### config.mk
export PLATFORM = sky130hd
export DESIGN_NAME = bioee_clkratio_meter
export DESIGN_NICKNAME = d
export VERILOG_FILES = /design/src/rtl/bioee_clkratio_meter.sv
export SDC_FILE = /design/constraint.sdc
export NUM_CORES = 1
export LEC_CHECK = 0
export CORE_AREA = 2 2 100 102
export CTS_CLUSTER_DIAMETER = 50
export DETAILED_ROUTE_END_ITERATION = 8
export DIE_AREA = 0 0 102 104
export PLACE_DENSITY = 0.67
export SKIP_CTS_REPAIR_TIMING = 1
export SYNTH_ARGS = -nofsm -noshare
export SYNTH_HDL_FRONTEND = slang
export SYNTH_SLANG_ARGS = --single-unit
### constraint.sdc
create_clock -name clkin -period 3.6 [get_ports clkin]
set_clock_uncertainty 0.15 [all_clocks]
set_input_delay 0.72 -clock clkin [delete_from_list [all_inputs] [get_ports clkin]]
set_output_delay 0.72 -clock clkin [all_outputs]
set_load 0.005 [all_outputs]
### src/rtl/bioee_clkratio_meter.sv
`default_nettype none
// +--------------------------------------------------------------------------+
// | Module      : bioee_clkratio_meter                                       |
// | Description : Measures an asynchronous divided clock (sigin) in units of |
// |               the system clock (clkin). Reports the period and high time |
// |               of each sigin cycle, raises a lock flag once the period    |
// |               has held within +/-1 for LOCK_COUNT captures, and flags a  |
// |               stopped input through a sticky timeout.                    |
// |                                                                          |
// | Parameters  : CNT_W       width of the period / high-time counters       |
// |               LOCK_COUNT  consecutive in-tolerance captures for lock     |
// |                           (1..15)                                        |
// |                                                                          |
// | Ports       : clkin             in   system clock, rising edge           |
// |               reset_n           in   asynchronous active-low reset       |
// |               enable            in   measurement enable (clkin domain)   |
// |               sigin             in   clock under measurement (async)     |
// |               expected_divider  in   expected period (compare build)     |
// |               measured_divider  out  last captured period                |
// |               high_count        out  last captured high time             |
// |               meas_valid        out  1-cycle pulse on each capture       |
// |               locked            out  period stable within +/-1           |
// |               timeout           out  sticky: counter saturated           |
// |               mismatch          out  capture differs from expected       |
// |                                      by more than 1 (compare build)      |
// |                                                                          |
// | Build macro : CLKMETER_COMPARE_EN adds expected_divider / mismatch and   |
// |               the compare logic. Undefined: neither port exists.         |
// |                                                                          |
// | Revision    : 1.0  initial release                                       |
// +--------------------------------------------------------------------------+
module bioee_clkratio_meter #(
  parameter int CNT_W      = 16,
  parameter int LOCK_COUNT = 4
) (
  input  logic             clkin,
  input  logic             reset_n,
  input  logic             enable,
  input  logic             sigin,
`ifdef CLKMETER_COMPARE_EN
  input  logic [CNT_W-1:0] expected_divider,
  output logic             mismatch,
`endif
  output logic [CNT_W-1:0] measured_divider,
  output logic [CNT_W-1:0] high_count,
  output logic             meas_valid,
  output logic             locked,
  output logic             timeout
);

  // ------------------------------------------------------------------------
  // Constants
  // ------------------------------------------------------------------------
  localparam logic [CNT_W-1:0] c_cnt_max  = {CNT_W{1'b1}};
  // Value one below saturation: the increment out of this value is the
  // saturation event, so a rise seen here still wins and is captured.
  localparam logic [CNT_W-1:0] c_cnt_near = {{(CNT_W-1){1'b1}}, 1'b0};
  localparam logic [CNT_W-1:0] c_cnt_one  = {{(CNT_W-1){1'b0}}, 1'b1};
  localparam logic [3:0]       c_lock_max = 4'(LOCK_COUNT);

  typedef enum logic [1:0] {
    ST_IDLE    = 2'd0,
    ST_ARM     = 2'd1,
    ST_MEASURE = 2'd2
  } state_t;

  // ------------------------------------------------------------------------
  // Declarations
  // ------------------------------------------------------------------------
  logic             r_sync1;
  logic             r_sync2;
  logic             r_hist;
  logic             w_rise;
  logic             w_fall;

  state_t           r_state;
  state_t           w_state_nxt;
  logic             w_clear;     // IDLE behaviour: clear counter/lock/flags
  logic             w_load;      // restart counter at 1
  logic             w_capture;   // rise in MEASURE: latch period
  logic             w_hi_cap;    // fall in MEASURE: latch high time
  logic             w_sat_evt;   // counter reaches all-ones this edge
  logic             w_sat_drop;  // saturation while measuring: lose lock

  logic [CNT_W-1:0] r_cnt;
  logic             w_near_sat;

  logic [CNT_W-1:0] r_meas;
  logic [CNT_W-1:0] r_high;
  logic             r_valid;
  logic             r_timeout;

  logic [CNT_W-1:0] w_diff;
  logic             w_in_tol;
  logic [3:0]       r_lock_cnt;
  logic [3:0]       w_lock_nxt;
  logic             r_locked;
  logic             w_locked_nxt;

  // ------------------------------------------------------------------------
  // Input synchronizer and edge detection. Free-running so that the history
  // flop already reflects the settled input level when measurement starts.
  // ------------------------------------------------------------------------
  always_ff @(posedge clkin or negedge reset_n) begin
    if (!reset_n) begin
      r_sync1 <= 1'b0;
      r_sync2 <= 1'b0;
      r_hist  <= 1'b0;
    end else begin
      r_sync1 <= sigin;
      r_sync2 <= r_sync1;
      r_hist  <= r_sync2;
    end
  end

  assign w_rise = r_sync2 & ~r_hist;
  assign w_fall = ~r_sync2 & r_hist;

  assign w_near_sat = (r_cnt == c_cnt_near);

  // ------------------------------------------------------------------------
  // Control FSM: state register
  // ------------------------------------------------------------------------
  always_ff @(posedge clkin or negedge reset_n) begin
    if (!reset_n) begin
      r_state <= ST_IDLE;
    end else begin
      r_state <= w_state_nxt;
    end
  end

  // ------------------------------------------------------------------------
  // Control FSM: next state and datapath strobes. Dropping enable overrides
  // every other event; a rise overrides saturation in the same cycle.
  // ------------------------------------------------------------------------
  always_comb begin
    w_state_nxt = r_state;
    w_clear     = 1'b0;
    w_load      = 1'b0;
    w_capture   = 1'b0;
    w_hi_cap    = 1'b0;
    w_sat_evt   = 1'b0;
    w_sat_drop  = 1'b0;

    if (!enable) begin
      w_state_nxt = ST_IDLE;
      w_clear     = 1'b1;
    end else begin
      case (r_state)
        ST_IDLE: begin
          w_state_nxt = ST_ARM;
          w_clear     = 1'b1;
        end

        ST_ARM: begin
          // First rise only aligns the counter; there is no full period yet.
          if (w_rise) begin
            w_load      = 1'b1;
            w_state_nxt = ST_MEASURE;
          end else if (w_near_sat) begin
            w_sat_evt = 1'b1;
          end
        end

        ST_MEASURE: begin
          if (w_rise) begin
            w_load    = 1'b1;
            w_capture = 1'b1;
          end else begin
            w_hi_cap = w_fall;
            if (w_near_sat) begin
              w_sat_evt   = 1'b1;
              w_sat_drop  = 1'b1;
              w_state_nxt = ST_ARM;
            end
          end
        end

        default: begin
          w_state_nxt = ST_IDLE;
          w_clear     = 1'b1;
        end
      endcase
    end
  end

  // ------------------------------------------------------------------------
  // Period counter: restarts at 1 on each rise, saturates at all-ones.
  // ------------------------------------------------------------------------
  always_ff @(posedge clkin or negedge reset_n) begin
    if (!reset_n) begin
      r_cnt <= '0;
    end else if (w_clear) begin
      r_cnt <= '0;
    end else if (w_load) begin
      r_cnt <= c_cnt_one;
    end else if (r_cnt != c_cnt_max) begin
      r_cnt <= r_cnt + c_cnt_one;
    end
  end

  // ------------------------------------------------------------------------
  // Capture registers and sticky timeout. Captured values survive IDLE so
  // the last reading stays visible after measurement is disabled.
  // ------------------------------------------------------------------------
  always_ff @(posedge clkin or negedge reset_n) begin
    if (!reset_n) begin
      r_meas    <= '0;
      r_high    <= '0;
      r_valid   <= 1'b0;
      r_timeout <= 1'b0;
    end else begin
      r_valid <= w_capture;
      if (w_capture) begin
        r_meas <= r_cnt;
      end
      if (w_hi_cap) begin
        r_high <= r_cnt;
      end
      if (w_clear || w_capture) begin
        r_timeout <= 1'b0;
      end else if (w_sat_evt) begin
        r_timeout <= 1'b1;
      end
    end
  end

  // ------------------------------------------------------------------------
  // Lock tracking. The tolerance test compares the new period against the
  // previous capture, still held in r_meas during the capture cycle. A lock
  // count of zero marks the first capture after arming, which is accepted
  // without a delta check.
  // ------------------------------------------------------------------------
  assign w_diff   = (r_cnt >= r_meas) ? (r_cnt - r_meas) : (r_meas - r_cnt);
  assign w_in_tol = (w_diff <= c_cnt_one);

  always_comb begin
    w_lock_nxt   = r_lock_cnt;
    w_locked_nxt = r_locked;
    if (w_clear || w_sat_drop) begin
      w_lock_nxt   = 4'd0;
      w_locked_nxt = 1'b0;
    end else if (w_capture) begin
      if (r_lock_cnt == 4'd0) begin
        w_lock_nxt   = 4'd1;
        w_locked_nxt = (c_lock_max == 4'd1);
      end else if (w_in_tol) begin
        w_lock_nxt   = (r_lock_cnt >= c_lock_max) ? c_lock_max : (r_lock_cnt + 4'd1);
        w_locked_nxt = (w_lock_nxt == c_lock_max);
      end else begin
        w_lock_nxt   = 4'd1;
        w_locked_nxt = 1'b0;
      end
    end
  end

  always_ff @(posedge clkin or negedge reset_n) begin
    if (!reset_n) begin
      r_lock_cnt <= 4'd0;
      r_locked   <= 1'b0;
    end else begin
      r_lock_cnt <= w_lock_nxt;
      r_locked   <= w_locked_nxt;
    end
  end

`ifdef CLKMETER_COMPARE_EN
  // ------------------------------------------------------------------------
  // Optional comparison against the programmed divider.
  // ------------------------------------------------------------------------
  logic [CNT_W-1:0] w_cmp_diff;
  logic             r_mismatch;

  assign w_cmp_diff = (r_cnt >= expected_divider) ? (r_cnt - expected_divider)
                                                  : (expected_divider - r_cnt);

  always_ff @(posedge clkin or negedge reset_n) begin
    if (!reset_n) begin
      r_mismatch <= 1'b0;
    end else if (w_clear) begin
      r_mismatch <= 1'b0;
    end else if (w_capture) begin
      r_mismatch <= (w_cmp_diff > c_cnt_one);
    end else if (w_sat_evt) begin
      r_mismatch <= 1'b1;
    end
  end

  assign mismatch = r_mismatch;
`endif

  // ------------------------------------------------------------------------
  // Outputs
  // ------------------------------------------------------------------------
  assign measured_divider = r_meas;
  assign high_count       = r_high;
  assign meas_valid       = r_valid;
  assign locked           = r_locked;
  assign timeout          = r_timeout;

endmodule
`default_nettype wire

==> reports/results.tsv <==
stage	metric	value	unit
drt	1st-iter DRT viols	162	
synth	synth unique cells	59	
clock_network	CTS tree	built	
floorplan	Die H	104	um
clock_network	clock sink count	60	
power	static leakage	2.32	nW
place	HPWL after DPL	8.86	mm
floorplan	io pins	39	
synth	Synth Flop Type	dfrtp_1	
drt	post-route ant nets	0	
final_layout	layout cells sized above 1	0.165	
floorplan	Die X-Extent	102	um
synth	mapped cell area	4200	um2
hold_path	HP Class	flip-flop to flip-flop	
worst_setup_path	worst r2r src	r_cnt[0]	
sta	Slew Limit Fails	0	
worst_setup_path	Worst Setup End Kind	flip-flop	
hold_path	cell depth of the worst hold path	0	
place	Post-Place Cell Area	4980	um2
worst_setup_path	FF-to-FF setup slack	0.08	ns
clock_network	Max H-tree Level	3	
power	combinational share of power	0.610	
global_route	initial antenna violation count	0	
sta	Setup Viol. Count Final	0	
power	Net Switching	1.58	mW
run	max-cap viol count	0	
power	clock network fraction of design power	0.159	
hold_path	Worst Hold Path EP	r_sync2	
final_layout	fillers	912	
synth	Synth top area share	0.357	
worst_setup_path	CP Max Fanout	4	
drt	via count	3780	
worst_setup_path	R2R depth	16	
synth	top-count cell post-synth	dfrtp_1	
floorplan	Rows	36	
hold_path	Hold Crit Start	r_sync1	
floorplan	Core Area	9550	um2
floorplan	Die Area	10600	um2
synth	Post-synth top cells	dfrtp_1, nand2_1, o21ai_0	
global_route	largest net degree at the start of global routing	40	
synth	syn_nets	532	
synth	Synth area leader	dfrtp_1	
sta	Final period util	0.979	
synth	Post-synth EDFFs	0	
worst_setup_path	critical path startpoint category	flip-flop	
clock_network	Clock Latency Late Sink	0.34	ns
synth	Yosys warnings	0	
drt	DRC violations left	0	
synth	Post-Syn Instances	487	
synth	Synth async-reset ratio	1.00	
place	RePlAce Congestion	0.927	
power	Internal Pwr Total	2.18	mW
global_route	grt ovf	0	
power	power density cells	708	nW/um2
drt	drt total wl	11.4	mm
floorplan	Initial Utilization	0.440	
synth	FF+latch count, synth	60	
final_layout	design area	5320	um2
power	Peak VDD IR	353	uV
power	Reg power frac	0.231	
clock_network	number of buffers on the longest clock path	2	
sta	Hold Violations, Final	0	
run_status	status	finished, final reports clean	
synth	sequential fraction of the synthesis area	0.357	
sta	Max Clk Rate	284	MHz
final_layout	Nets	611	
clock_network	Root Buffer	clkbuf_8	
global_route	global-route wire length before repair	18.7	mm
place	IO Port Bufs	38	
drt	DR pass1 iterations	5	
power	switch share	0.420	
drt	vias per inst	5.38	
worst_setup_path	Critical Path RT	3.68	ns
clock_network	TritonCTS Buffers	9	
synth	Syn Area/Cell	8.63	um2
final_layout	synth-to-layout area growth	26.6	%
sta	slew at the pin closest to its max-slew limit	0.893	ns
clock_network	Clock transition at path regs	0.07	ns
worst_setup_path	Crit path arrival time	3.60	ns
global_route	GRT Overall Usage	0.224	
worst_setup_path	Setup Crit Path Kind	flip-flop to flip-flop	
worst_setup_path	R2R Path End	r_lock_cnt[1]	
drt	routed len/inst	16.2	um
sta	slew margin rel.	0.404	
synth	Area contributors post-synth	dfrtp_1, ha_1, o21ai_0, nand2_1, xnor2_1	
global_route	number of global-route vias before repair	3802	
final_layout	n_diodes	0	
sta	Setup TNS Final	0	ns
sta	Final min period	3.52	ns
## worst max path at each step
stage | slack (ns) | endpoint | startpoint | cells past startpoint
global route | -0.04 | r_lock_cnt[1] | r_cnt[0] | 16
CTS | -0.11 | r_lock_cnt[1] | measured_divider[0] | 14
detailed placement | -0.06 | r_lock_cnt[1] | measured_divider[0] | 14
floorplan | 0.19 | r_lock_cnt[2] | r_cnt[0] | 15
global placement | 0.004 | r_lock_cnt[1] | measured_divider[0] | 14
finish | 0.08 | r_lock_cnt[1] | r_cnt[0] | 16
## routing by layer
layer | vias up | routed length (um) | share of wire | global-route usage
met1 | 1822 | 4910 | 0.43 | 0.275
met3 | 18 | 432 | 0.038 | 0.0531
met4 | 0 | 255 | 0.022 | 0.0762
met2 | 90 | 5810 | 0.51 | 0.380
li1 | 1850 | - | - | -
met5 | - | 0 | 0 | 0
## area by class of cell
class                           count  area (um2)  area share
Multi-Input combinational cell    361        2530       0.475
Sequential cell                    60        1500       0.282
Timing Repair Buffer               88         763       0.143
Inverter                           46         173      0.0324
Tap cell                          133         166      0.0313
Clock buffer                       10         138      0.0259
Clock inverter                      5        52.6     0.00987
## registers in the layout, indices dropped and copies added, names as in the netlist
signal	count
high_count	16
locked	1
meas_valid	1
measured_divider	16
r_cnt	16
r_hist	1
r_lock_cnt	4
r_state	2
r_sync1	1
r_sync2	1
timeout	1
## power groups by stage
stage	clock network (mW)	logic (mW)	registers [mW]
after floorplan	0	1.34	0.886
after global placement	0	2.07	0.881
after CTS	0.616	2.11	0.874
after global routing	0.646	2.54	0.881
final	0.600	2.30	0.871
after detailed placement	0	2.09	0.886
## cells by family (layout without fill, tap and decap cells)
| logic type | Yosys count | after routing | synth area share |
|---|---|---|---|
| AO/OA/AOI/OAI | 134 | 134 | 0.202 |
| XOR/XNOR | 29 | 29 | 0.0604 |
| adder cells (fa/ha/maj) | 41 | 41 | 0.126 |
| buffers and inverters | 66 | 149 | 0.0664 |
| flip-flops | 60 | 60 | 0.357 |
| multiplexers | 4 | 4 | 0.00982 |
| AND/OR/NAND/NOR | 153 | 153 | 0.178 |
## worst max-delay path, cell delays in order (launching register included)
cell,delay (ns)
dfrtp_1,0.41
inv_1,0.09
ha_1,0.15
inv_1,0.05
fa_2,0.33
a21o_1,0.21
a22o_1,0.20
o31ai_1,0.22
buf_4,0.17
a31oi_1,0.11
o21a_1,0.20
o211ai_1,0.20
o31ai_1,0.12
a311oi_2,0.29
buf_4,0.21
nor3_4,0.05
a41o_1,0.24
## layout by cell type (no fill, tap or decap), types with 11 or more instances in the layout
cell / count
dfrtp_1: 59
o21ai_0: 50
nor2_1: 32
ha_1: 36
nand2_1: 57
buf_4: 49
clkdlybuf4s50_1: 37
a21oi_1: 24
xnor2_1: 21
nand3_1: 11
inv_1: 46
## per-stage QoR
stage	setup slack, ns	power (mW)	util	hold WS (ns)	cells
after detailed placement	-0.0642	2.97	0.521	0.189	681
final	0.0755	3.77	0.557	0.203	703
after floorplan	0.194	2.23	-	0.181	487
after global placement	0.00394	2.95	0.521	0.185	681
after global routing	-0.0400	4.07	0.557	0.219	703
after CTS	-0.106	3.60	0.541	0.207	696
(Power assumes the default switching activity.)
==> RTL change, RTL diff (same flow settings) <==
Add a define of `CLKMETER_COMPARE_EN`.
--- a/src/rtl/bioee_clkratio_meter.sv
+++ b/src/rtl/bioee_clkratio_meter.sv
@@ -29,6 +29,8 @@
 // |                                                                          |
 // | Revision    : 1.0  initial release                                       |
 // +--------------------------------------------------------------------------+
+`define CLKMETER_COMPARE_EN
+
 module bioee_clkratio_meter #(
   parameter int CNT_W      = 16,
   parameter int LOCK_COUNT = 4
Ports: changed (added expected_divider and mismatch); port bits go from 39 to 56. The function was not compared with the original's and may differ.
==> RTL change against the original RTL <==
- register-to-register slack got worse by 0.07 ns
- routed wire length grew 110%
- clock power up 4.3%
- critical endpoint is now mismatch
- power increased by 0.29%
- sequential share of layout area decreased by 10 points
- the run now ends with setup timing left
- cell area is 57% higher
- sequential cell count up 1
- non-clock buffer count increased by 93
- worst setup slack worse by 0.18 ns
- critical path depth is 3 lower
- synthesized area up 48%
==> RTL change: results (changes against the original RTL) <==
metric,value,unit,change
failed_checks,setup timing,,
leakage,3.72,nW,+61%
cp-endpoint,mismatch,,
p_switching,0.00168,W,+5.8%
synthTopCellsByArea,"dfrtp_1, ha_1, o21ai_0",,
drt_iter0_drc,750,,+360%
ys_seq_area_share,24.5,%,-11 points
fin_setup_tns,-0.103,ns,-0.103 ns
synth_compound_area_share,26.8,%,+6.5 points
grt_pass1_wl,33900,um,+81%
io_buffers,55,,+45%
grt_pass1_vias,6806,,+79%
vdd_drop_max,0.474,mV,+34%
drt-pass1-iter-count,6,,+1
p_int,0.00210,W,-3.7%
hold_class,input port to asynchronous set/reset pin,,
p_comb,0.00223,W,-3%
route.layer.met1.wl,8980,um,+83%
cp-startpoint,expected_divider[12],,
reg2regPathDepth,14,,-2
crit_fanout,5,,+1
synthMuxAreaShare,1.65,%,+0.66 points
synth_common_cells,"inv_1, nand2_1, o21ai_0",,
drive_above_1_share,24.1,%,+7.6 points
place_area,0.00768,sq mm,+54%
outcome,"complete, but fails checks",,
nets,1034,,+69%
post-place-ws,-0.851,ns,-0.787 ns
worst_slack,-0.103,ns,-0.178 ns
r2r_slack,0.01,ns,-0.07 ns
setup_viol,1,,+1
fillCellCount,490,,-46%
met2_usage,64.4,%,+26 points
routabilityCongestion,1.02,,+9.9%
synth_xor_area_share,4.08,%,-2.0 points
synth_fp_nets,873,,+64%
met2_length,10900,um,+87%
place_hpwl,16900,um,+91%
grt_usage,40.4,%,+18 points
routed_wl,23800,um,+110%
tightest_slew,0.807,ns,-0.0866 ns
cts_root_buffer,clkbuf_8,,
use_met1,51.1,%,+24 points
critPathMaxStageDelay,0.51,ns,+0.10 ns
viasPerCell,6.83,,+27%
wl_met3,2520,um,+480%
crit_slowest_cell,clkdlybuf4s50_1,,
insertion_delay,0.36,ns,+0.02 ns
pwr.group.clock,0.000626,W,+4.3%
crit_family,simple AND/OR/NAND/NOR gates,,
cp_data_arrival_time,3.76,ns,+0.16 ns
use_met3,10.9,%,+5.6 points
cts.path.max_buffers,2,,unchanged
RTL change: changes by cell type in the layout (fill, tap and decap cells not counted), moves of 8 or more:
cell             before  now
buf_4                49  124
a21oi_1              24   60
inv_1                46   65
nand2_1              57   74
o21ai_0              50   67
ha_1                 36   52
ha_4                  1   15
a21o_1                8   21
nor2_1               32   43
clkdlybuf4s50_1      37   47
inv_2                 0    8
nor2b_1               1    9
RTL change: layout make-up:
| cell class | count | area, sq um | share of cell area [%] |
|---|---|---|---|
| multi-input combinational | 612 | 4690 | 56.1 |
| sequential | 61 | 1530 | 18.2 |
| inverter | 75 | 284 | 3.39 |
| timing repair buffer | 181 | 1510 | 18.0 |
| clock inverter | 4 | 47.5 | 0.568 |
| tap | 133 | 166 | 1.99 |
| clock buffer | 12 | 145 | 1.73 |
RTL change: metrics by stage:
step	hold WS, ns	cells	utilization [%]
finish	0.0658	1078	87.7
global route	0.0903	1078	87.7
CTS	0.0719	1072	82.4
detailed placement	0.188	1056	80.4
global placement	0.200	1056	80.4
floorplan	0.181	779	-
